[config.mk]
export PLATFORM = sky130hd
export DESIGN_NAME = apb_master
export DESIGN_NICKNAME = d
export VERILOG_FILES = /design/src/rtl/apb_master.sv
export SDC_FILE = /design/constraint.sdc
export NUM_CORES = 1
export LEC_CHECK = 0
export CAP_MARGIN = 15
export CORE_AREA = 5 5 97 99
export CTS_BUF_LIST = sky130_fd_sc_hd__clkbuf_8 sky130_fd_sc_hd__clkbuf_16
export DETAILED_ROUTE_END_ITERATION = 8
export DIE_AREA = 0 0 102 104
export PLACE_DENSITY = 0.77
export SYNTH_ARGS = -nofsm -noshare
export SYNTH_HDL_FRONTEND = slang
export SYNTH_SLANG_ARGS = --single-unit
[constraint.sdc]
create_clock -name pclk -period 2.1 [get_ports pclk]
set_input_delay 0.42 -clock pclk [delete_from_list [all_inputs] [get_ports pclk]]
set_output_delay 0.42 -clock pclk [all_outputs]
set_load 0.005 [all_outputs]
[src/rtl/apb_master.sv]
`default_nettype none
// ============================================================================
// apb_master : command/response to APB bridge, one outstanding transfer,
//              ACCESS-phase timeout abort.               Revision: 1.0
// ============================================================================
module apb_master #(
  parameter int DW      = 32,
  parameter int AW      = 5,
  parameter int TIMEOUT = 16
) (
  input  logic            pclk,
  input  logic            presetn,
  input  logic            i_cmd_valid,
  output logic            o_cmd_ready,
  input  logic [AW-1:0]   i_cmd_addr,
  input  logic            i_cmd_write,
  input  logic [DW-1:0]   i_cmd_wdata,
  input  logic [DW/8-1:0] i_cmd_strb,
  output logic            o_rsp_valid,
  input  logic            i_rsp_ready,
  output logic [DW-1:0]   o_rsp_rdata,
  output logic            o_rsp_err,
  output logic            o_rsp_tmo,
  output logic [AW-1:0]   o_paddr,
  output logic            o_pwrite,
  output logic            o_psel,
  output logic            o_penable,
  output logic [DW-1:0]   o_pwdata,
  output logic [DW/8-1:0] o_pstrb,
  input  logic [DW-1:0]   i_prdata,
  input  logic            i_pslverr,
  input  logic            i_pready
);

  localparam int SW = DW / 8;
  localparam int CW = (TIMEOUT > 0) ? $clog2(TIMEOUT + 1) : 1;
  localparam int TMO_LAST = (TIMEOUT > 0) ? TIMEOUT - 1 : 0;
  localparam logic [CW-1:0] c_tmo_last = TMO_LAST[CW-1:0];

  typedef enum logic [1:0] {
    IDLE   = 2'd0,
    SETUP  = 2'd1,
    ACCESS = 2'd2,
    RESP   = 2'd3
  } state_t;

  state_t          state_q, state_d;
  logic [AW-1:0]   paddr_q, paddr_d;
  logic            pwrite_q, pwrite_d;
  logic [DW-1:0]   pwdata_q, pwdata_d;
  logic [SW-1:0]   pstrb_q, pstrb_d;
  logic [DW-1:0]   rdata_q, rdata_d;
  logic            err_q, err_d;
  logic            tmo_q, tmo_d;
  logic [CW-1:0]   cnt_q, cnt_d;

  always_ff @(posedge pclk or negedge presetn) begin
    if (!presetn) begin
      state_q  <= IDLE;
      paddr_q  <= '0;
      pwrite_q <= 1'b0;
      pwdata_q <= '0;
      pstrb_q  <= '0;
      rdata_q  <= '0;
      err_q    <= 1'b0;
      tmo_q    <= 1'b0;
      cnt_q    <= '0;
    end else begin
      state_q  <= state_d;
      paddr_q  <= paddr_d;
      pwrite_q <= pwrite_d;
      pwdata_q <= pwdata_d;
      pstrb_q  <= pstrb_d;
      rdata_q  <= rdata_d;
      err_q    <= err_d;
      tmo_q    <= tmo_d;
      cnt_q    <= cnt_d;
    end
  end

  always_comb begin
    state_d  = state_q;
    paddr_d  = paddr_q;
    pwrite_d = pwrite_q;
    pwdata_d = pwdata_q;
    pstrb_d  = pstrb_q;
    rdata_d  = rdata_q;
    err_d    = err_q;
    tmo_d    = tmo_q;
    cnt_d    = cnt_q;
    unique case (state_q)
      IDLE: begin
        if (i_cmd_valid) begin
          state_d  = SETUP;
          paddr_d  = i_cmd_addr;
          pwrite_d = i_cmd_write;
          pwdata_d = i_cmd_wdata;
          pstrb_d  = i_cmd_write ? i_cmd_strb : '0;
        end
      end
      SETUP: begin
        state_d = ACCESS;
        cnt_d   = '0;
      end
      ACCESS: begin
        if (i_pready) begin
          state_d = RESP;
          rdata_d = pwrite_q ? '0 : i_prdata;
          err_d   = i_pslverr;
          tmo_d   = 1'b0;
        end else if ((TIMEOUT > 0) && (cnt_q == c_tmo_last)) begin
          state_d = RESP;
          rdata_d = '0;
          err_d   = 1'b1;
          tmo_d   = 1'b1;
        end else if (TIMEOUT > 0) begin
          // Abort fires at TIMEOUT-1, so the counter can never wrap.
          cnt_d = cnt_q + 1'b1;
        end
      end
      RESP: begin
        if (i_rsp_ready) state_d = IDLE;
      end
      default: state_d = IDLE;
    endcase
  end

  // Handshake/phase outputs decode straight from the registered state.
  assign o_cmd_ready = (state_q == IDLE);
  assign o_psel      = (state_q == SETUP) || (state_q == ACCESS);
  assign o_penable   = (state_q == ACCESS);
  assign o_rsp_valid = (state_q == RESP);
  assign o_paddr     = paddr_q;
  assign o_pwrite    = pwrite_q;
  assign o_pwdata    = pwdata_q;
  assign o_pstrb     = pstrb_q;
  assign o_rsp_rdata = rdata_q;
  assign o_rsp_err   = err_q;
  assign o_rsp_tmo   = tmo_q;

endmodule
`default_nettype wire

Word level (Yosys, flattened, before mapping)

Cells that the tools add are included.

Output and inout port bits: 80
Logic and storage cells: 42
Bits in latches: 0
Input port bits: 80
Bits in writable memories: 0
Memories kept: 0
Memory bits (read-only): 0
Register bits after elaboration: 83

Reductions and logical operators: 8
Eq/ne operators: 9
Shifts and indexed selects: 0
Add/subtract/negate cells: 1
Order comparisons: 0
Bitwise logic cells: 0
Muxes and demuxes: 15
Multiply operators: 0
Divide/modulo/power cells: 0

Operators by type and width:

| operator            | count |
|---|---|
| $mux 32             | 3 |
| $mux 5              | 2 |
| $pmux 5 s2          | 1 |
| $mux 2              | 4 |
| $pmux 2 s4          | 1 |
| $ne 2x2->1 const B  | 3 |
| $reduce_and 3->1    | 2 |
| $add 5x1->5 const B | 1 |
| $eq 5x4->1 const B  | 1 |
| $eq 2x2->1 const B  | 2 |
| $mux 4              | 1 |
| $reduce_and 2->1    | 2 |
| $reduce_bool 2->1   | 2 |
| $mux 1              | 3 |
| $ne 3x1->1 const B  | 1 |
| $eq 2x1->1 const B  | 1 |
| $logic_not 2->1     | 1 |
| $ne 2x1->1 const B  | 1 |
| $logic_or 1x1->1    | 1 |

Logic depth before layout (Yosys ltp)

Gate-level depths: netlist of run 1.

Depth in word-level cells: 4
Depth in mapped cells: 8
Depth with buffers taken out: 6

Worst setup path after synthesis of run 1

OpenSTA, ideal clock, no wires.

Path type: register -> register
Start: reg cnt_q[0]
End: reg cnt_q[0]
Arrival: 1.668 ns
Setup time: 0.125 ns
Setup slack: 0.307 ns
Cell stages (with the launch flop): 8
Buffers on the path: 1
Clock period less this slack: 1.793 ns
Data required time: 1.975 ns
Cell sequence: dfrtp_1 > ha_1 > and3_1 > ha_1 > o21ai_1 > buf_2 > nand2_1 > mux2_2

Longest elaborated chain between the ends: 4
Elaborated cells on any way between the ends: 7
Classes of those cells: add/sub: 1; eq/ne: 2; mux: 3; reduce/logical: 1

Ends and longest elaborated chain:

| what                   | RTL line | RTL |
|---|---|---|
| start, declared        | 55       | `logic [CW-1:0] cnt_q, cnt_d;` |
| start signal, assigned | 77       | `cnt_q <= cnt_d;` |
| $add 5x1->5            | 118      | `cnt_d = cnt_q + 1'b1;` |
| $mux 5                 | 111      | `end else if ((TIMEOUT > 0) && (cnt_q == c_tmo_last)) begin` |
| $mux 5                 | 106      | `if (i_pready) begin` |
| $pmux 5 s2             | 91       | `unique case (state_q)` |

Several ways; a longest one is shown, not always the timed one. The select of a mux whose other input is x is not followed.
A chain may end at the register's enable or synchronous reset.

Worst setup path after layout of run 1

Start: reg state_q[1]
End: out o_rsp_valid

Longest elaborated chain between the ends: 1

Ends and longest elaborated chain:

| what                   | RTL line | RTL |
|---|---|---|
| start, declared        | 47       | `state_t state_q, state_d;` |
| start signal, assigned | 69       | `state_q <= state_d;` |
| $eq 2x2->1             | 132      | `assign o_rsp_valid = (state_q == RESP);` |
| end, declared          | 19       | `output logic o_rsp_valid,` |

Every way passes these cells.

==> summary.md, run 1 <==
| Metric | Value |
|---|---|
| Status | `finished clean` |
| Fin crit period | `1990 ps` |
| Hold Fails Final Rpt | `0` |
| GRT Resource Usage Total | `15.6%` |
| Final Cycle Share | `95.0%` |
| Vias per inst | `4.71` |
| Fin util | `62.3%` |
| RSZ-0062 raised after global routing | `no` |
| Chip width | `102 µm` |
| Antenna violations before repair | `0` |
| Fillers | `700` |
| Final WL | `8230 µm` |
| Worst-margin pin slew | `607 ps` |
| Dpl cells | `513` |
| Synth cell types | `27` |
| Root Driver | `clkbuf_8` |
| Share of layout cells above drive strength 1 | `8.96%` |
| Vias in the first global route | `2600` |
| Nets | `505` |
| DR iter-0 viols | `58` |
| CTS Buf Count | `9` |
| P&R area growth vs syn | `61.0%` |
| Pleak | `2.28 nW` |
| Worst vdd ir | `573 µV` |
| CP Class | `register to output pin` |
| Commonest non-fill, non-tap cell in the layout | `clkdlybuf4s50_1` |
| Power per Cell Area | `1330 nW/µm²` |
| Sink Count | `83` |
| Final clock skew | `10.5 ps` |
| CP endpoint kind | `output pin` |
| Synthesized area per cell | `13.0 µm²` |
| Setup-failing EPs final | `0` |
| Worst skew pair latency | `350 ps` |
| Routed len/inst | `15.5 µm` |
| First-pass GRT wire length | `13000 µm` |
| CTS tree | `yes` |
| Via count | `2508` |
| Final slew viol count | `0` |
| Syn Std Cell Area | `3270 µm²` |
| Htree depth | `3` |
| Die Height | `104 µm` |
| Crit. Startpoint | `state_q[1]` |
| Required @ worst endpoint | `1680 ps` |
| Starting Density | `38.7%` |
| Maximum buffer depth of the clock tree | `2` |
| Die area | `10600 µm²` |
| GP Congestion | `0.694` |
| Setup TNS | `0 ps` |
| Arrival @ worst endpoint | `1570 ps` |
| Max Clock Freq | `502 MHz` |
| # IOs | `160` |
| Yosys warnings | `0` |
| Post-Syn Nets | `338` |
| DR pass1 iterations | `4` |
| N_diodes | `0` |
| Reg2reg start | `cnt_q[0]` |
| ANT nets after route | `0` |
| Seq cells post-synth | `83` |
| Max Cap Viol | `0` |
| Most frequent cells in the layout | `clkdlybuf4s50_1 (158), dfrtp_1 (83), nand2_1 (38)` |
| Final cell count without fillers | `532` |
| Hold Path Class | `primary input to async pin` |
| Num rows | `34` |
| Largest net degree at the start of global routing | `48` |
| Drt drc | `0` |
| I/O Buffers | `159` |
| HPWL after detailed placement | `6210 µm` |
| Seq/Total Area, Yosys | `63.5%` |
| Mapped Cells | `252` |
| CP Max Fanout | `3` |
| Grt ovf | `0` |
| Slew headroom | `59.5%` |
| Core area | `8470 µm²` |
| Clk slew on worst S/H paths | `90 ps` |
| Crit path launch type | `register` |
==> power by group <==
group          switching, mW  internal, mW  leakage [nW]
logic                   1.10          2.04          1.14
clock network          0.578         0.582        0.0963
registers              0.383          2.31          1.04
==> through the flow <==
step                      hold WS, ps  power [mW]  setup slack (ps)  cell area (µm²)
final                            16.8        6.99               106             5270
after global routing             34.7        7.48              9.29             5270
after CTS                        28.2        7.05              3.30             5250
after detailed placement          421        5.83               160             5030
after global placement            411        5.71               240             5030
after floorplan                   124        3.84               307             3270
==> kinds of logic after synthesis <==
family | after synthesis | share of synthesized area, %
AOI/OAI and AO/OA | 51 | 10.9
adders and majority gates | 6 | 2.29
buffers and inverters | 22 | 3.13
DFF | 83 | 63.5
muxes | 40 | 13.7
and+or+nand+nor | 50 | 6.50
==> metal layers <==
metal  GRT usage, %  vias up  routed length, µm
met3           6.17        6                746
met1           19.6     1192               3400
li1               -     1208                  -
met2           24.9      102               4020
met4           3.94        0                 61
met5              0        -                  0
==> Yosys cell counts <==
library cell	n	area (µm²)
o41ai_1	1	8.76
nor2_1	3	11.3
a22oi_1	1	7.51
a311oi_1	1	8.76
buf_6	1	11.3
buf_4	1	7.51
nand2_1	39	146
mux2_2	7	78.8
a31o_1	1	8.76
a2bb2oi_1	1	8.76
inv_1	9	33.8
clkbuf_1	4	15.0
and3_1	3	18.8
o21ai_1	15	75.1
ha_1	6	75.1
and2b_4	1	10.0
a222oi_1	1	10.0
mux2i_1	1	10.0
mux2_1	32	360
a22o_1	21	184
and2_1	1	6.26
nor3b_1	1	7.51
nor2b_1	2	12.5
a21oi_1	3	15.0
o21ai_0	6	30.0
buf_2	7	35.0
dfrtp_1	83	2080
==> what timing repair did <==
item	4_1_cts	5_1_grt
buffers inserted	0	3
pin swaps	0	1
setup endpoints to repair	1	2
resized for setup	2	1
endpoints found under the hold margin	0	0
hold buffers	0	0
==> registers in the layout (all words and copies together), names as in the netlist, 2 cells and up <==
name / flops
cnt_q: 5
o_paddr: 5
o_pstrb: 4
o_pwdata: 32
o_rsp_rdata: 32
state_q: 2
==> worst max-delay path, stage by stage, from the launching register on <==
cell	delay, ps
dfrtp_1	400
buf_4	130
ha_1	180
clkdlybuf4s50_1	520
==> worst paths after layout <==
kind	endpoint	slack, ps	cells past startpoint
setup / recovery	o_rsp_valid	110	3
hold / removal	o_pwdata[24]	20	1
setup reg to reg	state_q[1]	310	6
hold reg to reg	o_rsp_rdata[8]	490	2
max in group asynchronous	o_pwrite	1500	2
min in group pclk	o_rsp_rdata[8]	490	2
==> final cells by class <==
| cell class | instances | area [µm²] | share of cell area (%) |
|---|---|---|---|
| sequential | 83 | 2080 | 39.4 |
| tap | 108 | 135 | 2.56 |
| inverter | 9 | 33.8 | 0.641 |
| clock buffer | 10 | 138 | 2.61 |
| timing repair buffer | 169 | 1700 | 32.3 |
| multi-input combinational | 147 | 1120 | 21.2 |
| clock inverter | 6 | 65.1 | 1.23 |
No activity file was read; power rests on OpenSTA's default activity.
==> run 2, diff against run 1 <==
CORE_AREA = 5 5 101 103   (was 5 5 97 99)
CTS_CLUSTER_DIAMETER = 120   (was unset)
DIE_AREA = 0 0 106 108   (was 0 0 102 104)
PLACE_DENSITY = 0.71   (was 0.77)
==> run 2 against run 1 <==
  * Design area shrank 0.14%
  * Via count increased by 0.44%
  * Fmax fell by 0.47%
  * Power down 0.54%
  * Routed wire length up 3.3%
  * Non-clock buffer count shrank 2
  * Final cell count increased by 0.19%
  * Sequential power about the same
  * Register-to-register slack got worse by 20 ps
  * Clock power about the same
  * Setup slack worse by 9.5 ps
  * Critical endpoint is now o_penable
  * Largest power group unchanged
==> summary.md, run 2 (synthesis results as in run 1) <==
| Metric | Value |
|---|---|
| Starting Density | `35.9%` |
| GRT met1 Usage | `18.8%` |
| Via count | `2519` |
| # IOs | `160` |
| Cell Area, Placed | `5030 µm²` |
| Vias per inst | `4.73` |
| GRT met2 Usage | `24.5%` |
| Drt drc | `0` |
| Dpl cells | `515` |
| Crit path launch type | `register` |
| Sink Count | `83` |
| CP Max Fanout | `3` |
| Max Clock Freq | `499 MHz` |
| WHS | `44.6 ps` |
| Setup ws final | `96.6 ps` |
| GR peak layer | `met2` |
| Final Cycle Share | `95.4%` |
| Largest stage delay on the critical path | `500 ps` |
| Fin crit period | `2000 ps` |
| Largest net degree at the start of global routing | `48` |
| Clk slew on worst S/H paths | `90 ps` |
| Reg2reg start | `cnt_q[1]` |
| Hold Fails Final Rpt | `0` |
| Final instance area | `5260 µm²` |
| DR pass1 iterations | `4` |
| Maximum buffer depth of the clock tree | `2` |
| Fin util | `57.8%` |
| N_diodes | `0` |
| Worst skew pair latency | `340 ps` |
| Multi-input gate area | `1120 µm²` |
| Place WS | `216 ps` |
| Final WL | `8500 µm` |
| Slew headroom | `60.2%` |
| First-pass GRT wire length | `13600 µm` |
| Required @ worst endpoint | `1680 ps` |
| Reg-to-reg critical path endpoint | `state_q[1]` |
| Hold Path Class | `primary input to async pin` |
| Worst R2R Setup Slack | `290 ps` |
| Seq. cell area | `2080 µm²` |
| CP endpoint kind | `output pin` |
| Most frequent cells in the layout | `clkdlybuf4s50_1 (157), dfrtp_1 (83), nand2_1 (38)` |
| Grt ovf | `0` |
| ANT nets after route | `0` |
| Pleak | `2.29 nW` |
| Overall power | `6.95 mW` |
| Setup-failing EPs final | `0` |
| Num rows | `35` |
| Nets | `503` |
| Chip width | `106 µm` |
| CP cell instances | `inv_1 > ha_1 > clkdlybuf4s50_1` |
| Worst vdd ir | `502 µV` |
| P&R area growth vs syn | `60.8%` |
| Power per Cell Area | `1320 nW/µm²` |
| Commonest non-fill, non-tap cell in the layout | `clkdlybuf4s50_1` |
| Arrival @ worst endpoint | `1580 ps` |
| HPWL after detailed placement | `6590 µm` |
| I/O Buffers | `159` |
| Worst-margin pin slew | `596 ps` |
| # hold bufs at CTS | `0` |
| Critical path's top delay family | `buffers and inverters` |
| GP Congestion | `0.726` |
| Final clock skew | `13.0 ps` |
| Routed len/inst | `16.0 µm` |
| Antenna violations before repair | `0` |
| Reg2Reg Depth | `6` |
| DR iter-0 viols | `64` |
| GRT Resource Usage Total | `15.0%` |
| Die Height | `108 µm` |
| CTS Buf Count | `9` |
| Buf+Inv Stages, Crit Path | `2` |
| Core area | `9110 µm²` |
| Htree depth | `3` |
| Fillers | `797` |
| Root Driver | `clkbuf_8` |
| Final cell count without fillers | `533` |
| Status | `finished clean` |
| Share of layout cells above drive strength 1 | `8.29%` |
| CP Class | `register to output pin` |
| Max Cap Viol | `0` |
| Vias in the first global route | `2677` |
| Final slew viol count | `0` |
| RSZ-0062 raised after global routing | `no` |
| Die area | `11400 µm²` |
| Slowest CP cell | `clkdlybuf4s50_1` |
| CTS tree | `yes` |
| Setup TNS | `0 ps` |
| Grt met3 use | `4.72%` |
[run 2: cell count changes in the layout (fill, tap and decap cells not counted), sizes merged]
cell           change
clkinv             +2
inv                -1
buf                -2
dlymetal6s2s       +1
clkinvlp           -1
clkdlybuf4s50      -1
[run 2: what timing repair did]
| action | in CTS | in global routing |
|---|---|---|
| setup endpoints to repair | 1 | 1 |
| resized for setup | 1 | 1 |
| buffers inserted | 2 | 0 |
[run 2: area by class of cell]
type	count	area share (%)
multi-input cells	147	21.3
well taps	111	2.64
inverters	9	0.642
clock buffers	10	2.62
clock inverters	6	1.26
repair buffers	167	32.1
flip-flops and latches	83	39.5
[run 2: power by group]
part           internal (mW)  leakage, nW  switching (mW)  total, mW
clock network          0.582       0.0999           0.564       1.15
registers               2.31         1.04           0.370       2.68
logic                   2.03         1.15            1.10       3.13
[run 2: routing by layer]
metal	routed length, µm	vias to the layer above
met3	615	15
met1	3700	1187
met4	148	0
li1	-	1211
met2	4050	106
met5	0	-
[run 2: worst max path at each step]
stage                     startpoint         endpoint  slack [ps]  cells after the start
after CTS                 state_q[1]           o_psel          50                      3
final                     state_q[0]        o_penable         100                      3
after global routing      state_q[0]        o_penable          10                      3
after global placement      i_pready  o_rsp_rdata[30]         280                      4
after floorplan             cnt_q[0]         cnt_q[0]         310                      7
after detailed placement    i_pready  o_rsp_rdata[18]         220                      4
==> run 3, diff against run 2 <==
==> constraint.sdc (replaced) <==
create_clock -name pclk -period 2 [get_ports pclk]
set_input_delay 0.2 -clock pclk [delete_from_list [all_inputs] [get_ports pclk]]
set_output_delay 0.2 -clock pclk [all_outputs]
set_load 0.005 [all_outputs]
==> run 3 against run 2 <==
  * Via count rose by 0.56%
  * Setup slack got worse by 15 ps
  * Worst hold slack improved by 330 ps
  * Power rose by 2.0%
  * Clock power fell by 9.6%
  * Non-clock buffer count did not move
  * Utilization fell by 0.49 points
==> summary.md, run 3 (synthesis results as in run 1) <==
| Metric | Value |
|---|---|
| Status | `finished clean` |
| Fin crit period | `1920 ps` |
| Clk slew on worst S/H paths | `80 ps` |
| Top sig layer | `met4` |
| Core area | `9110 µm²` |
| Most frequent cells in the layout | `clkdlybuf4s50_1 (158), dfrtp_1 (83), nand2_1 (38)` |
| Grt ovf | `0` |
| Cell Area, Placed | `5030 µm²` |
| Met3 wire len | `668 µm` |
| Hold Fails Final Rpt | `0` |
| Pleak | `2.26 nW` |
| Die Height | `108 µm` |
| Largest net degree at the start of global routing | `48` |
| Reg-to-reg critical path endpoint | `state_q[1]` |
| Drt drc | `0` |
| Worst skew pair latency | `340 ps` |
| Commonest non-fill, non-tap cell in the layout | `clkdlybuf4s50_1` |
| CP Max Fanout | `7` |
| Share of layout cells above drive strength 1 | `7.84%` |
| Required @ worst endpoint | `1800 ps` |
| Overall power | `7.09 mW` |
| CP Class | `register to output pin` |
| Slew headroom | `59.3%` |
| Nets | `503` |
| Multi-input gate area | `1110 µm²` |
| Place WS | `204 ps` |
| Hold Path Class | `primary input to async pin` |
| Reg2reg start | `cnt_q[1]` |
| DR iter-0 viols | `87` |
| Crit path launch type | `register` |
| Largest stage delay on the critical path | `530 ps` |
| Via count | `2533` |
| Max Cap Viol | `0` |
| Worst R2R Setup Slack | `160 ps` |
| Final instance area | `5220 µm²` |
| Num rows | `35` |
| Die area | `11400 µm²` |
| GRT Resource Usage Total | `15.2%` |
| N_diodes | `0` |
| Starting Density | `35.9%` |
| GP Congestion | `0.758` |
| Vias per inst | `4.76` |
| P&R area growth vs syn | `59.4%` |
| Power per Cell Area | `1360 nW/µm²` |
| CTS Buf Count | `9` |
| Setup TNS | `0 ps` |
| CP cell instances | `inv_1 > ha_2 > clkdlybuf4s50_1` |
| Final Cycle Share | `95.9%` |
| Setup-failing EPs final | `0` |
| Fillers | `823` |
| Reg2Reg Depth | `7` |
| ANT nets after route | `0` |
| Vias in the first global route | `2740` |
| Root Driver | `clkbuf_8` |
| Final WL | `8390 µm` |
| # IOs | `160` |
| Final slew viol count | `0` |
| Worst-margin pin slew | `610 ps` |
| I/O Buffers | `159` |
| Maximum buffer depth of the clock tree | `2` |
| Max Clock Freq | `521 MHz` |
| Slowest CP cell | `clkdlybuf4s50_1` |
| Final clock skew | `13.4 ps` |
| Dpl cells | `515` |
| Met2 wire length | `4010 µm` |
| CTS tree | `yes` |
| Worst vdd ir | `496 µV` |
| Final cell count without fillers | `532` |
| Routed len/inst | `15.8 µm` |
| DR pass1 iterations | `5` |
| RSZ-0062 raised after global routing | `yes` |
| Setup ws final | `81.8 ps` |
| Htree depth | `3` |
| CP endpoint kind | `output pin` |
| Arrival @ worst endpoint | `1720 ps` |
| WL met1 | `3620 µm` |
| First-pass GRT wire length | `13800 µm` |
| Antenna violations before repair | `0` |
| HPWL after detailed placement | `6440 µm` |
| Seq. cell area | `2080 µm²` |
| Chip width | `106 µm` |
| Sink Count | `83` |
## run 3: per-layer routing
layer  track usage (%)  vias up
met4              4.90        0
met5                 0        -
met3              5.67        8
met1              19.1     1204
li1                  -     1212
met2              24.5      109
## run 3: timing repair
item	in CTS	in global routing
buffers inserted	0	1
hold endpoints to repair	40	0
hold buffers	1	0
endpoints found under the setup margin	0	3
gates resized for setup	0	1
## run 3: power breakdown
| group | total (mW) | switching [mW] | leakage (nW) | internal (mW) |
|---|---|---|---|---|
| Clock | 1.04 | 0.565 | 0.0816 | 0.471 |
| Combinational | 3.24 | 1.14 | 1.13 | 2.10 |
| Sequential | 2.82 | 0.393 | 1.04 | 2.42 |
## run 3: metrics by stage
step / hold WS (ps) / util, %
final: 376 / 57.3
after detailed placement: 220 / 55.2
after global placement: 208 / 55.2
after global routing: 388 / 57.3
after floorplan: -95.6 / -
after CTS: 383 / 57.2
## run 3: layout make-up
cell class,instances,share of cell area [%]
sequential,83,39.8
timing repair buffer,167,32.4
multi-input combinational,147,21.3
tap,111,2.66
clock buffer,10,2.64
inverter,9,0.647
clock inverter,5,0.600
## run 3: worst max-delay path by stage
stage,start,end,slack (ps),depth (start not counted)
2_1_floorplan,cnt_q[0],cnt_q[0],210,7
3_3_place_gp,cnt_q[1],state_q[1],270,6
3_5_place_dp,cnt_q[1],state_q[1],200,6
4_1_cts,state_q[0],o_psel,20,3
5_1_grt,cnt_q[1],state_q[1],-60,7
6_report,state_q[1],o_psel,80,3
## run 3: worst max-delay path: cells and delay by family, from the launching register on
family	cells	cell delay, ps
buffers and inverters	2	620
adders and majority gates	1	390
DFF	1	380
